[src/rtl/udp_pkg.sv]
`default_nettype none
// ============================================================================
//  Module   : udp_pkg
//  Purpose  : Shared types and constants for the UDP receive sequencer:
//             sequencer state encoding, UDP header size and the end-of-packet
//             status codes reported on err_code.
//  Revision : 1.0  initial release
// ============================================================================
package udp_pkg;

    typedef enum logic [1:0] {
        IDLE = 2'd0,
        HDR  = 2'd1,
        FWD  = 2'd2,
        DROP = 2'd3
    } udp_seq_state_t;

    localparam int UDP_HDR_BYTES = 8;

    localparam logic [1:0] ERR_OK    = 2'd0;
    localparam logic [1:0] ERR_SHORT = 2'd1;
    localparam logic [1:0] ERR_LONG  = 2'd2;
    localparam logic [1:0] ERR_LEN   = 2'd3;

endpackage
`default_nettype wire

[src/rtl/udp_hdr_capture.sv]
`default_nettype none
// ============================================================================
//  Module   : udp_hdr_capture
//  Purpose  : Counts header bytes and shifts the big-endian UDP header fields
//             (source port, destination port, length) into registers. The
//             checksum bytes are counted but not stored.
//  Ports    : clk, rst_n          clock / async active-low reset
//             i_hdr_beat          accepted beat belonging to the header phase
//             i_in_last           frame ends on this beat (restarts the count)
//             i_data              stream byte
//             o_hdr_done_beat     current beat is header byte 7
//             o_src_port/o_dst_port/o_udp_length  captured fields
//  Revision : 1.0  initial release
// ============================================================================
module udp_hdr_capture (
    input  logic        clk,
    input  logic        rst_n,
    input  logic        i_hdr_beat,
    input  logic        i_in_last,
    input  logic [7:0]  i_data,
    output logic        o_hdr_done_beat,
    output logic [15:0] o_src_port,
    output logic [15:0] o_dst_port,
    output logic [15:0] o_udp_length
);

    logic [2:0]  r_hdr_cnt;
    logic [15:0] r_src_port;
    logic [15:0] r_dst_port;
    logic [15:0] r_udp_length;

    always_ff @(posedge clk or negedge rst_n) begin
        if (!rst_n) begin
            r_hdr_cnt    <= 3'd0;
            r_src_port   <= 16'd0;
            r_dst_port   <= 16'd0;
            r_udp_length <= 16'd0;
        end else if (i_hdr_beat) begin
            // A truncated header restarts at byte 0; after byte 7 the 3-bit
            // count wraps to 0 on its own, ready for the next packet.
            r_hdr_cnt <= i_in_last ? 3'd0 : r_hdr_cnt + 3'd1;
            case (r_hdr_cnt)
                3'd0:    r_src_port[15:8]   <= i_data;
                3'd1:    r_src_port[7:0]    <= i_data;
                3'd2:    r_dst_port[15:8]   <= i_data;
                3'd3:    r_dst_port[7:0]    <= i_data;
                3'd4:    r_udp_length[15:8] <= i_data;
                3'd5:    r_udp_length[7:0]  <= i_data;
                default: ;
            endcase
        end
    end

    assign o_hdr_done_beat = i_hdr_beat && (r_hdr_cnt == 3'd7);
    assign o_src_port      = r_src_port;
    assign o_dst_port      = r_dst_port;
    assign o_udp_length    = r_udp_length;

endmodule
`default_nettype wire

[src/rtl/udp_rx_sequencer.sv]
`default_nettype none
// ============================================================================
//  Module   : udp_rx_sequencer
//  Purpose  : Per-packet controller for the UDP receive path. Parses the UDP
//             header from the forwarder's input stream, filters on the
//             destination port, checks the length and steers the forwarder
//             between forward and drain. Reports per-packet status.
//  Ports    : clk, rst_n                    clock / async active-low reset
//             in_data/in_valid/in_ready/in_last   observed stream
//             cfg_port, cfg_port_en         destination port filter
//             fwd_enable, drop_enable       forwarder phase controls
//             header_done, udp_length       header-complete pulse + length
//             src_port, dst_port            captured ports
//             pkt_done, pkt_err, err_code   end-of-packet status
//  Revision : 1.0  initial release
// ============================================================================
module udp_rx_sequencer
    import udp_pkg::*;
#(
    parameter int HDR_BYTES   = UDP_HDR_BYTES,
    parameter int MAX_UDP_LEN = 1480
) (
    input  logic        clk,
    input  logic        rst_n,
    input  logic [7:0]  in_data,
    input  logic        in_valid,
    input  logic        in_ready,
    input  logic        in_last,
    input  logic [15:0] cfg_port,
    input  logic        cfg_port_en,
    output logic        fwd_enable,
    output logic        drop_enable,
    output logic        header_done,
    output logic [15:0] udp_length,
    output logic [15:0] src_port,
    output logic [15:0] dst_port,
    output logic        pkt_done,
    output logic        pkt_err,
    output logic [1:0]  err_code
);

    localparam logic [15:0] c_hdr_len = 16'(HDR_BYTES);
    localparam logic [15:0] c_max_len = 16'(MAX_UDP_LEN);

    udp_seq_state_t r_state, w_nxt_state;
    logic [15:0] r_pay_cnt, w_nxt_pay;
    logic [15:0] r_target, w_nxt_target;
    logic [1:0]  r_drop_code, w_nxt_drop_code;
    logic        r_drop_err, w_nxt_drop_err;
    logic        r_fwd_enable, r_drop_enable, r_header_done;
    logic        r_pkt_done, r_pkt_err;
    logic [1:0]  r_err_code, w_nxt_err_code;
    logic        w_nxt_hdr_done;
    logic        w_end, w_end_err;
    logic [1:0]  w_end_code;
    logic        w_dec_drop, w_dec_err;
    logic [1:0]  w_dec_code;

    logic        w_beat, w_hdr_beat, w_hdr_done_beat;
    logic        w_len_bad, w_port_miss, w_pay_final;

    assign w_beat     = in_valid && in_ready;
    assign w_hdr_beat = w_beat && ((r_state == IDLE) || (r_state == HDR));

    udp_hdr_capture u_hdr_capture (
        .clk             (clk),
        .rst_n           (rst_n),
        .i_hdr_beat      (w_hdr_beat),
        .i_in_last       (in_last),
        .i_data          (in_data),
        .o_hdr_done_beat (w_hdr_done_beat),
        .o_src_port      (src_port),
        .o_dst_port      (dst_port),
        .o_udp_length    (udp_length)
    );

    // Length and port fields are complete by byte 5, so they are stable when
    // the decision is taken on byte 7.
    assign w_len_bad   = (udp_length < c_hdr_len) || (udp_length > c_max_len);
    assign w_port_miss = cfg_port_en && (dst_port != cfg_port);
    // target >= 1 whenever FWD is entered, so target-1 cannot underflow.
    assign w_pay_final = (r_pay_cnt == (r_target - 16'd1));

    always_comb begin
        w_nxt_state     = r_state;
        w_nxt_pay       = r_pay_cnt;
        w_nxt_target    = r_target;
        w_nxt_drop_code = r_drop_code;
        w_nxt_drop_err  = r_drop_err;
        w_nxt_hdr_done  = 1'b0;
        w_nxt_err_code  = r_err_code;
        w_end           = 1'b0;
        w_end_err       = 1'b0;
        w_end_code      = ERR_OK;
        w_dec_drop      = 1'b0;
        w_dec_err       = 1'b0;
        w_dec_code      = ERR_OK;

        case (r_state)
            IDLE: begin
                if (w_beat) begin
                    if (in_last) begin
                        w_end = 1'b1; w_end_err = 1'b1; w_end_code = ERR_SHORT;
                    end else begin
                        w_nxt_state = HDR;
                    end
                end
            end
            HDR: begin
                if (w_beat && w_hdr_done_beat) begin
                    w_nxt_hdr_done = 1'b1;
                    w_nxt_pay      = 16'd0;
                    // Every non-forward outcome funnels through the drain
                    // path; a zero-payload packet ending here is a "drain"
                    // that finishes immediately with an OK status.
                    if (w_len_bad) begin
                        w_dec_drop = 1'b1; w_dec_err = 1'b1; w_dec_code = ERR_LEN;
                    end else if (w_port_miss) begin
                        w_dec_drop = 1'b1;
                    end else if (udp_length == c_hdr_len) begin
                        w_dec_drop = 1'b1;
                        w_dec_err  = !in_last;
                        w_dec_code = in_last ? ERR_OK : ERR_LONG;
                    end else if (in_last) begin
                        w_end = 1'b1; w_end_err = 1'b1; w_end_code = ERR_SHORT;
                    end else begin
                        w_nxt_state  = FWD;
                        w_nxt_target = udp_length - c_hdr_len;
                    end
                    if (w_dec_drop) begin
                        if (in_last) begin
                            w_end = 1'b1; w_end_err = w_dec_err; w_end_code = w_dec_code;
                        end else begin
                            w_nxt_state     = DROP;
                            w_nxt_drop_code = w_dec_code;
                            w_nxt_drop_err  = w_dec_err;
                        end
                    end
                end else if (w_beat && in_last) begin
                    w_end = 1'b1; w_end_err = 1'b1; w_end_code = ERR_SHORT;
                end
            end
            FWD: begin
                if (w_beat) begin
                    w_nxt_pay = r_pay_cnt + 16'd1;
                    if (in_last) begin
                        w_end      = 1'b1;
                        w_end_err  = !w_pay_final;
                        w_end_code = w_pay_final ? ERR_OK : ERR_SHORT;
                    end else if (w_pay_final) begin
                        // Payload complete but frame continues: drain the rest.
                        w_nxt_state     = DROP;
                        w_nxt_drop_code = ERR_LONG;
                        w_nxt_drop_err  = 1'b1;
                    end
                end
            end
            DROP: begin
                if (w_beat) begin
                    w_nxt_pay = r_pay_cnt + 16'd1;
                    if (in_last) begin
                        w_end = 1'b1; w_end_err = r_drop_err; w_end_code = r_drop_code;
                    end
                end
            end
            default: w_nxt_state = IDLE;
        endcase

        if (w_end) begin
            w_nxt_state    = IDLE;
            w_nxt_err_code = w_end_code;
        end
    end

    always_ff @(posedge clk or negedge rst_n) begin
        if (!rst_n) begin
            r_state       <= IDLE;
            r_pay_cnt     <= 16'd0;
            r_target      <= 16'd0;
            r_drop_code   <= ERR_OK;
            r_drop_err    <= 1'b0;
            r_fwd_enable  <= 1'b0;
            r_drop_enable <= 1'b0;
            r_header_done <= 1'b0;
            r_pkt_done    <= 1'b0;
            r_pkt_err     <= 1'b0;
            r_err_code    <= ERR_OK;
        end else begin
            r_state       <= w_nxt_state;
            r_pay_cnt     <= w_nxt_pay;
            r_target      <= w_nxt_target;
            r_drop_code   <= w_nxt_drop_code;
            r_drop_err    <= w_nxt_drop_err;
            r_fwd_enable  <= (w_nxt_state == FWD);
            r_drop_enable <= (w_nxt_state == DROP);
            r_header_done <= w_nxt_hdr_done;
            r_pkt_done    <= w_end;
            r_pkt_err     <= w_end && w_end_err;
            r_err_code    <= w_nxt_err_code;
        end
    end

    assign fwd_enable  = r_fwd_enable;
    assign drop_enable = r_drop_enable;
    assign header_done = r_header_done;
    assign pkt_done    = r_pkt_done;
    assign pkt_err     = r_pkt_err;
    assign err_code    = r_err_code;

endmodule
`default_nettype wire

[config.mk]
export PLATFORM = sky130hd
export DESIGN_NAME = udp_rx_sequencer
export DESIGN_NICKNAME = d
export VERILOG_FILES = /design/src/rtl/udp_pkg.sv /design/src/rtl/udp_hdr_capture.sv /design/src/rtl/udp_rx_sequencer.sv
export SDC_FILE = /design/constraint.sdc
export NUM_CORES = 1
export LEC_CHECK = 0
export ABC_AREA = 1
export BUFFER_PORTS_ARGS = -buffer_cell sky130_fd_sc_hd__buf_4
export CORE_MARGIN = 2
export CORE_UTILIZATION = 39
export CTS_BUF_LIST = sky130_fd_sc_hd__clkbuf_8
export CTS_CLUSTER_SIZE = 24
export DETAILED_ROUTE_END_ITERATION = 10
export GPL_TIMING_DRIVEN = 0
export PLACE_DENSITY_LB_ADDON = 0.05
export SETUP_SLACK_MARGIN = 0.5
export SYNTH_ARGS = -nofsm -noshare
export SYNTH_HDL_FRONTEND = slang
export SYNTH_HIERARCHICAL = 1
export SYNTH_SLANG_ARGS = --single-unit
[constraint.sdc]
create_clock -name clk -period 2.4 [get_ports clk]
set_input_delay 0.24 -clock clk [delete_from_list [all_inputs] [get_ports clk]]
set_output_delay 0.24 -clock clk [all_outputs]
set_load 0.1 [all_outputs]
Yosys cells after proc, flatten, opt, wreduce, memory -nomap -nowiden
Cells that the tools add are included.
{"block": "classes", "add_sub_neg": 4, "n_lt_le_gt_ge": 2, "n_eq_ne": 21, "muxes": 79, "bitwise_logic": 4, "reduce_logical": 26}
{"op": "$mux W2", "count": 31}
{"op": "$mux W1", "count": 38}
{"op": "$mux W16", "count": 2}
{"op": "$pmux W16 S2", "count": 1}
{"op": "$add A16 B1 Y16 const B", "count": 1}
{"op": "$eq A16 B16 Y1", "count": 1}
{"op": "$eq A16 B4 Y1 const B", "count": 1}
{"op": "$gt A16 B11 Y1 const B", "count": 1}
{"op": "$lt A16 B4 Y1 const B", "count": 1}
{"op": "$ne A16 B16 Y1", "count": 1}
{"op": "$sub A16 B1 Y16 const B", "count": 1}
{"op": "$sub A16 B4 Y16 const B", "count": 1}
{"op": "$reduce_and A2 Y1", "count": 6}
{"op": "$eq A3 B3 Y1 const B", "count": 3}
{"op": "$eq A2 B2 Y1 const B", "count": 4}
{"op": "$ne A2 B2 Y1 const B", "count": 4}
{"op": "$pmux W2 S4", "count": 1}
{"op": "$logic_and A1 B1 Y1", "count": 7}
{"op": "$reduce_and A7 Y1", "count": 1}
{"op": "$eq A3 B2 Y1 const B", "count": 2}
{"op": "$ne A2 B1 Y1 const B", "count": 3}
{"op": "$pmux W2 S3", "count": 1}
{"op": "$reduce_and A6 Y1", "count": 1}
{"op": "$not A1 Y1", "count": 4}
{"op": "other kinds (15)", "count": 19}
{"block": "word_totals", "ff_bits": 95, "inputBits": 30, "word_cells": 154}

Longest topological paths before layout
{"block": "depth", "word_depth": 12, "depth_mapped": 16, "ltp_nobuf": 16}

Modules after synthesis
Netlist, hierarchy kept.
{"module": "udp_rx_sequencer", "instances": 1, "cells_per_inst": 455, "area_each_um2": 3181.8, "seq_area_each_um2": 1076.0}
{"module": "udp_hdr_capture", "instances": 1, "cells_per_inst": 237, "area_each_um2": 2213.4, "seq_area_each_um2": 1276.2}

Worst setup path after synthesis
Ideal clock, no wire load.
{"block": "synth_path", "path_kind": "reg2reg", "from": "register u_hdr_capture.r_udp_length[5], in the netlist u_hdr_capture/o_udp_length[5]", "to": "register r_target[3]", "setup_time_ns": 0.160, "arrival_ns": 2.130, "required_time_ns": 2.240, "slack_ns": 0.110, "stages_incl_launch_ff": 13, "n_path_buf": 1, "period_less_slack_ns": 2.290, "cell_sequence": "dfrtp_1 > nor2_1 > nand2_2 > nor2_2 > nand3_1 > nand2_1 > a21oi_2 > nand3_2 > inv_2 > nand2_2 > buf_6 > nand2_1 > o21ai_1"}
{"block": "synth_between", "elab_chain_len": 4, "elab_cells_between_ends": 7, "cone_classes": "order compare (2); eq/ne (1); bitwise (2); reduce/logical (2)"}
{"item": "from (decl)", "line_no": "udp_hdr_capture.sv:30", "text": "logic [15:0] r_udp_length;"}
{"item": "from (signal assigned)", "line_no": "udp_hdr_capture.sv:48", "text": "3'd5: r_udp_length[7:0] <= i_data;"}
{"item": "$lt A16 B4 Y1 / $gt A16 B11 Y1 (equally long branches)", "line_no": "udp_rx_sequencer.sv:79", "text": "assign w_len_bad = (udp_length < c_hdr_len) || (udp_length > c_max_len);"}
{"item": "$logic_or A1 B1 Y1", "line_no": "udp_rx_sequencer.sv:79"}
{"item": "$not A1 Y1 (no line)"}
{"item": "$reduce_and A6 Y1 (no line) (*)"}
{"item": "to (signal assigned)", "line_no": "udp_rx_sequencer.sv:191", "text": "r_target <= w_nxt_target;"}
{"item": "to (decl)", "line_no": "udp_rx_sequencer.sv:47", "text": "logic [15:0] r_target, w_nxt_target;"}
Mark *: on every way between the ends. The rest lies on a longest branch, timed or not.
A chain may end at the register's enable or synchronous reset.

Worst setup path after layout
{"block": "layout_path", "from": "register r_state[1]", "to": "register r_drop_enable, in the netlist drop_enable"}
{"block": "layout_between", "elab_cells_between_ends": 26, "cone_classes": "eq/ne (4); mux (16); reduce/logical (6)"}
{"item": "from (decl)", "line_no": "udp_rx_sequencer.sv:45", "text": "udp_seq_state_t r_state, w_nxt_state;"}
{"item": "from (signal assigned)", "line_no": "udp_rx_sequencer.sv:189", "text": "r_state <= w_nxt_state;"}
{"item": "$eq A2 B1 Y1 / $logic_not A2 Y1 (equally long branches)", "line_no": "udp_rx_sequencer.sv:63", "text": "assign w_hdr_beat = w_beat && ((r_state == IDLE) || (r_state == HDR));"}
{"item": "$logic_or A1 B1 Y1 (*)", "line_no": "udp_rx_sequencer.sv:63"}
{"item": "$logic_and A1 B1 Y1 (*)", "line_no": "udp_rx_sequencer.sv:63"}
{"item": "via w_hdr_beat", "line_no": "udp_rx_sequencer.sv:59", "text": "logic w_beat, w_hdr_beat, w_hdr_done_beat;"}
{"item": "$logic_and A1 B1 Y1 (*)", "line_no": "udp_hdr_capture.sv:54", "text": "assign o_hdr_done_beat = i_hdr_beat && (r_hdr_cnt == 3'd7);"}
{"item": "via w_hdr_done_beat", "line_no": "udp_rx_sequencer.sv:59"}
{"item": "$logic_and A1 B1 Y1 (*)", "line_no": "udp_rx_sequencer.sv:110", "text": "if (w_beat && w_hdr_done_beat) begin"}
{"item": "$mux W2 / $mux W1 (equally long branches)", "line_no": "udp_rx_sequencer.sv:110"}
{"item": "$pmux W2 S3 / $pmux W1 S2 (equally long branches)", "line_no": "udp_rx_sequencer.sv:99", "text": "case (r_state)"}
{"item": "$mux W2 (*)", "line_no": "udp_rx_sequencer.sv:169", "text": "if (w_end) begin"}
{"item": "via w_nxt_state[1]", "line_no": "udp_rx_sequencer.sv:45"}
{"item": "$eq A2 B2 Y1 (*)", "line_no": "udp_rx_sequencer.sv:195", "text": "r_drop_enable <= (w_nxt_state == DROP);"}
{"item": "to (signal assigned)", "line_no": "udp_rx_sequencer.sv:195"}
{"item": "to (decl)", "line_no": "udp_rx_sequencer.sv:50", "text": "logic r_fwd_enable, r_drop_enable, r_header_done;"}
The timed path passes the listed nets; every way through them passes the cells marked *.

==> results.py <==
metrics = {
    "placement": {
        "gp_congestion": 0.860,
        "port_buffers": 84,
        "dp_hpwl_um": 10600,
    },
    "detailed_routing": {
        "first_pass_iters": 5,
        "ant_nets": 0,
        "totalWireLength_um": 14900,
        "via_per_inst": 4.95,
        "vias": 4941,
        "drc": 0,
        "wire_per_inst_um": 14.9,
        "drt_iter0_markers": 259,
    },
    "finish": {
        "n_fill_cell": 1330,
        "synthToLayoutAreaGrowth_pct": 31.1,
        "utilization_pct": 52.8,
        "diodes": 0,
        "drive_gt1_share_pct": 33.5,
        "fin_nets": 858,
    },
    "setup_path": {
        "cp_data_required_time_ns": 2.71,
        "r2r_start": "r_state[1]",
        "worstPathArrival_ns": 2.38,
        "r2r_end": "drop_enable",
        "r2r_slack_ns": 0.33,
        "path_class": "reg2reg",
        "end_kind": "flip-flop",
        "cp-start-kind": "flip-flop",
        "crit_fanout": 3,
        "reg2regPathDepth": 15,
    },
    "timing": {
        "fin_crit_ns": 2.07,
        "holdWs_ns": 0.163,
        "worstMarginPinSlew_ns": 0.486,
        "skew_ns": 0.0108,
        "setup_violations": 0,
        "rsz0062_at_grt": "yes",
        "finalHoldViolCount": 0,
        "fmax_mhz": 483,
        "slew_headroom_pct": 67.5,
        "min_period_over_period_pct": 86.3,
        "final_max_slew_viol_count": 0,
    },
    "yosys": {
        "ys_seq_area_share_pct": 43.6,
        "ys_types": 40,
        "syn_inst": 692,
        "synth_top_area_share_pct": 43.6,
        "synth_common_cells": "nand2_1 (210), dfrtp_1 (94), inv_1 (73), nor2_1 (58), nand4_1 (46)",
        "syn_nets": 732,
        "yosys-top-cells-area": "dfrtp_1 (44%), nand2_1 (15%), nand4_1 (5.3%), inv_1 (5.1%), nor2_1 (4.0%)",
        "synth.avg_cell_area_sq_um": 7.80,
        "synth_area_leader_cell": "dfrtp_1",
        "syn_area_sq_mm": 0.00540,
        "synth_top_flop_cell": "dfrtp_1",
        "synth-edff-count": 0,
        "ys_warn_count": 6,
        "ys_seq_elements": 94,
        "async_reset_ff_share_pct": 100,
        "yosysMostFrequentCell": "nand2_1",
    },
    "cts": {
        "clk_pin_slew_ns": 0.09,
        "cts_tree": "yes",
        "clock_sinks": 94,
        "cts_buffers": 9,
        "clockBufferDepth": 2,
        "htreeDepth": 3,
        "clkLatencyLatePin_ns": 0.38,
        "cts-root-buf": "clkbuf_8",
    },
    "floorplanning": {
        "fp.coreArea_sq_mm": 0.0134,
        "die_h_um": 122,
        "rows": 42,
        "start_util_pct": 40.3,
        "dieArea_sq_mm": 0.0148,
        "die_w_um": 122,
        "io_pins": 85,
    },
    "grt": {
        "antenna_found_initial": 0,
        "grt_start_max_net_pins": 95,
        "grt_pass1_wl_um": 24100,
        "grt-ovfl-total": 0,
        "grt_util_all_layers_pct": 21.0,
        "grt_pass1_vias": 4910,
    },
    "power": {
        "power_frac_comb_pct": 57.2,
        "power.share.clock_pct": 14.0,
        "finalPower_w": 0.00837,
        "ir_drop_v": 0.000808,
        "p_seq_share_pct": 28.9,
        "power.density_mw_per_mm2": 1180,
        "swShare_pct": 55.5,
        "p_leak_nw": 3.67,
        "power.switching_w": 0.00465,
        "p_int_w": 0.00373,
    },
    "hold_path": {
        "min_to": "u_hdr_capture/o_dst_port[6]",
        "hold_path_class": "in2reg",
        "hold_start": "in_data[6]",
        "hold_depth": 3,
    },
    "outcome": {
        "status": "complete, no violations",
    },
    "run": {
        "maxCapViolCount": 0,
    },
}
## stage by stage
step	cells	setup slack (ns)	setup TNS, ns	instance area, sq um
final	999	0.329	0	7080
after global routing	999	0.220	0	7080
after detailed placement	952	-0.141	-0.648	6310
after global placement	952	-0.175	-0.719	6310
after floorplan	692	0.387	0	5460
after CTS	989	0.275	0	6870
## registers in the layout (all words and copies together), names as in the netlist
name / count
r_target: 16
err_code: 2
fwd_enable: 1
r_drop_code: 2
u_hdr_capture/o_udp_length: 16
pkt_done: 1
drop_enable: 1
u_hdr_capture/o_dst_port: 16
u_hdr_capture/o_src_port: 16
r_pay_cnt: 16
u_hdr_capture/r_hdr_cnt: 3
r_state: 2
pkt_err: 1
header_done: 1
## per-layer routing
layer	up-vias	part of all wire, %	wire length, um	GRT usage [%]
met3	18	4.3	634	5.29
met1	2345	42	6250	25.0
li1	2481	-	-	-
met2	97	52	7690	37.3
met4	0	2.0	294	6.47
met5	-	0	0	0
## worst max-delay path by stage
stage / start / end / slack (ns) / cells after the start
after floorplan: r_state[1] / r_pay_cnt[13] / 0.39 / 14
after global placement: in_valid / r_pay_cnt[15] / -0.17 / 17
after detailed placement: in_valid / r_pay_cnt[15] / -0.14 / 17
after CTS: r_state[1] / r_pay_cnt[15] / 0.28 / 15
after global routing: r_state[1] / r_pay_cnt[15] / 0.22 / 15
final: r_state[1] / drop_enable / 0.33 / 15
## critical path, cell delays in order, from the launching register on
cell	delay (ns)
dfrtp_2	0.44
nor2_4	0.15
buf_8	0.12
buf_8	0.10
nand2_4	0.04
inv_2	0.05
inv_2	0.04
nor2_4	0.13
nand2_4	0.08
buf_4	0.16
buf_4	0.15
nor2_4	0.14
inv_2	0.07
a21oi_4	0.15
inv_2	0.06
a21oi_2	0.11
## repair_timing
action / CTS / global route
resized for setup: 52 / 29
cloned: 1 / 0
buffers inserted: 20 / 8
hold buffers: 0 / 1
pin swaps: 25 / 26
hold endpoints to repair: 0 / 24
setup endpoints to repair: 40 / 40
## cell usage in the layout (no fill, tap or decap), types with 14 or more instances in the layout
master and n:
dfrtp_1 60, nand4_1 46, inv_2 15, o21ai_0 14
xor2_1 18, a21oi_1 14, nand3_1 32, nand2_2 14
buf_4 108, nor2_1 47, dfrtp_2 32, inv_1 66
nand2_1 201
## logic make-up after synthesis
kind of cell               share of synthesized area (%)
DFF                                                 43.6
AOI/OAI and AO/OA                                   5.80
and+or+nand+nor                                     34.7
adders and majority gates                           2.32
buffers and inverters                               8.40
xor gates and xnor gates                            5.19
## area by class of cell
cell class	instances	area, sq um	area share [%]
Tap cell	176	220	3.11
Sequential cell	94	2400	33.9
Multi-Input combinational cell	498	2850	40.3
Clock buffer	10	138	1.95
Clock inverter	6	77.6	1.10
Timing Repair Buffer	115	917	13.0
Buffer	20	170	2.40
Inverter	80	304	4.30
## power groups by stage
stage	Sequential (W)	Clock [W]	Combinational (W)
finish	0.00242	0.00117	0.00479
global route	0.00248	0.00125	0.00508
CTS	0.00242	0.00121	0.00472
detailed placement	0.00245	0	0.00463
global placement	0.00244	0	0.00460
floorplan	0.00487	0	0.00114
No activity file was read; power rests on OpenSTA's default activity.
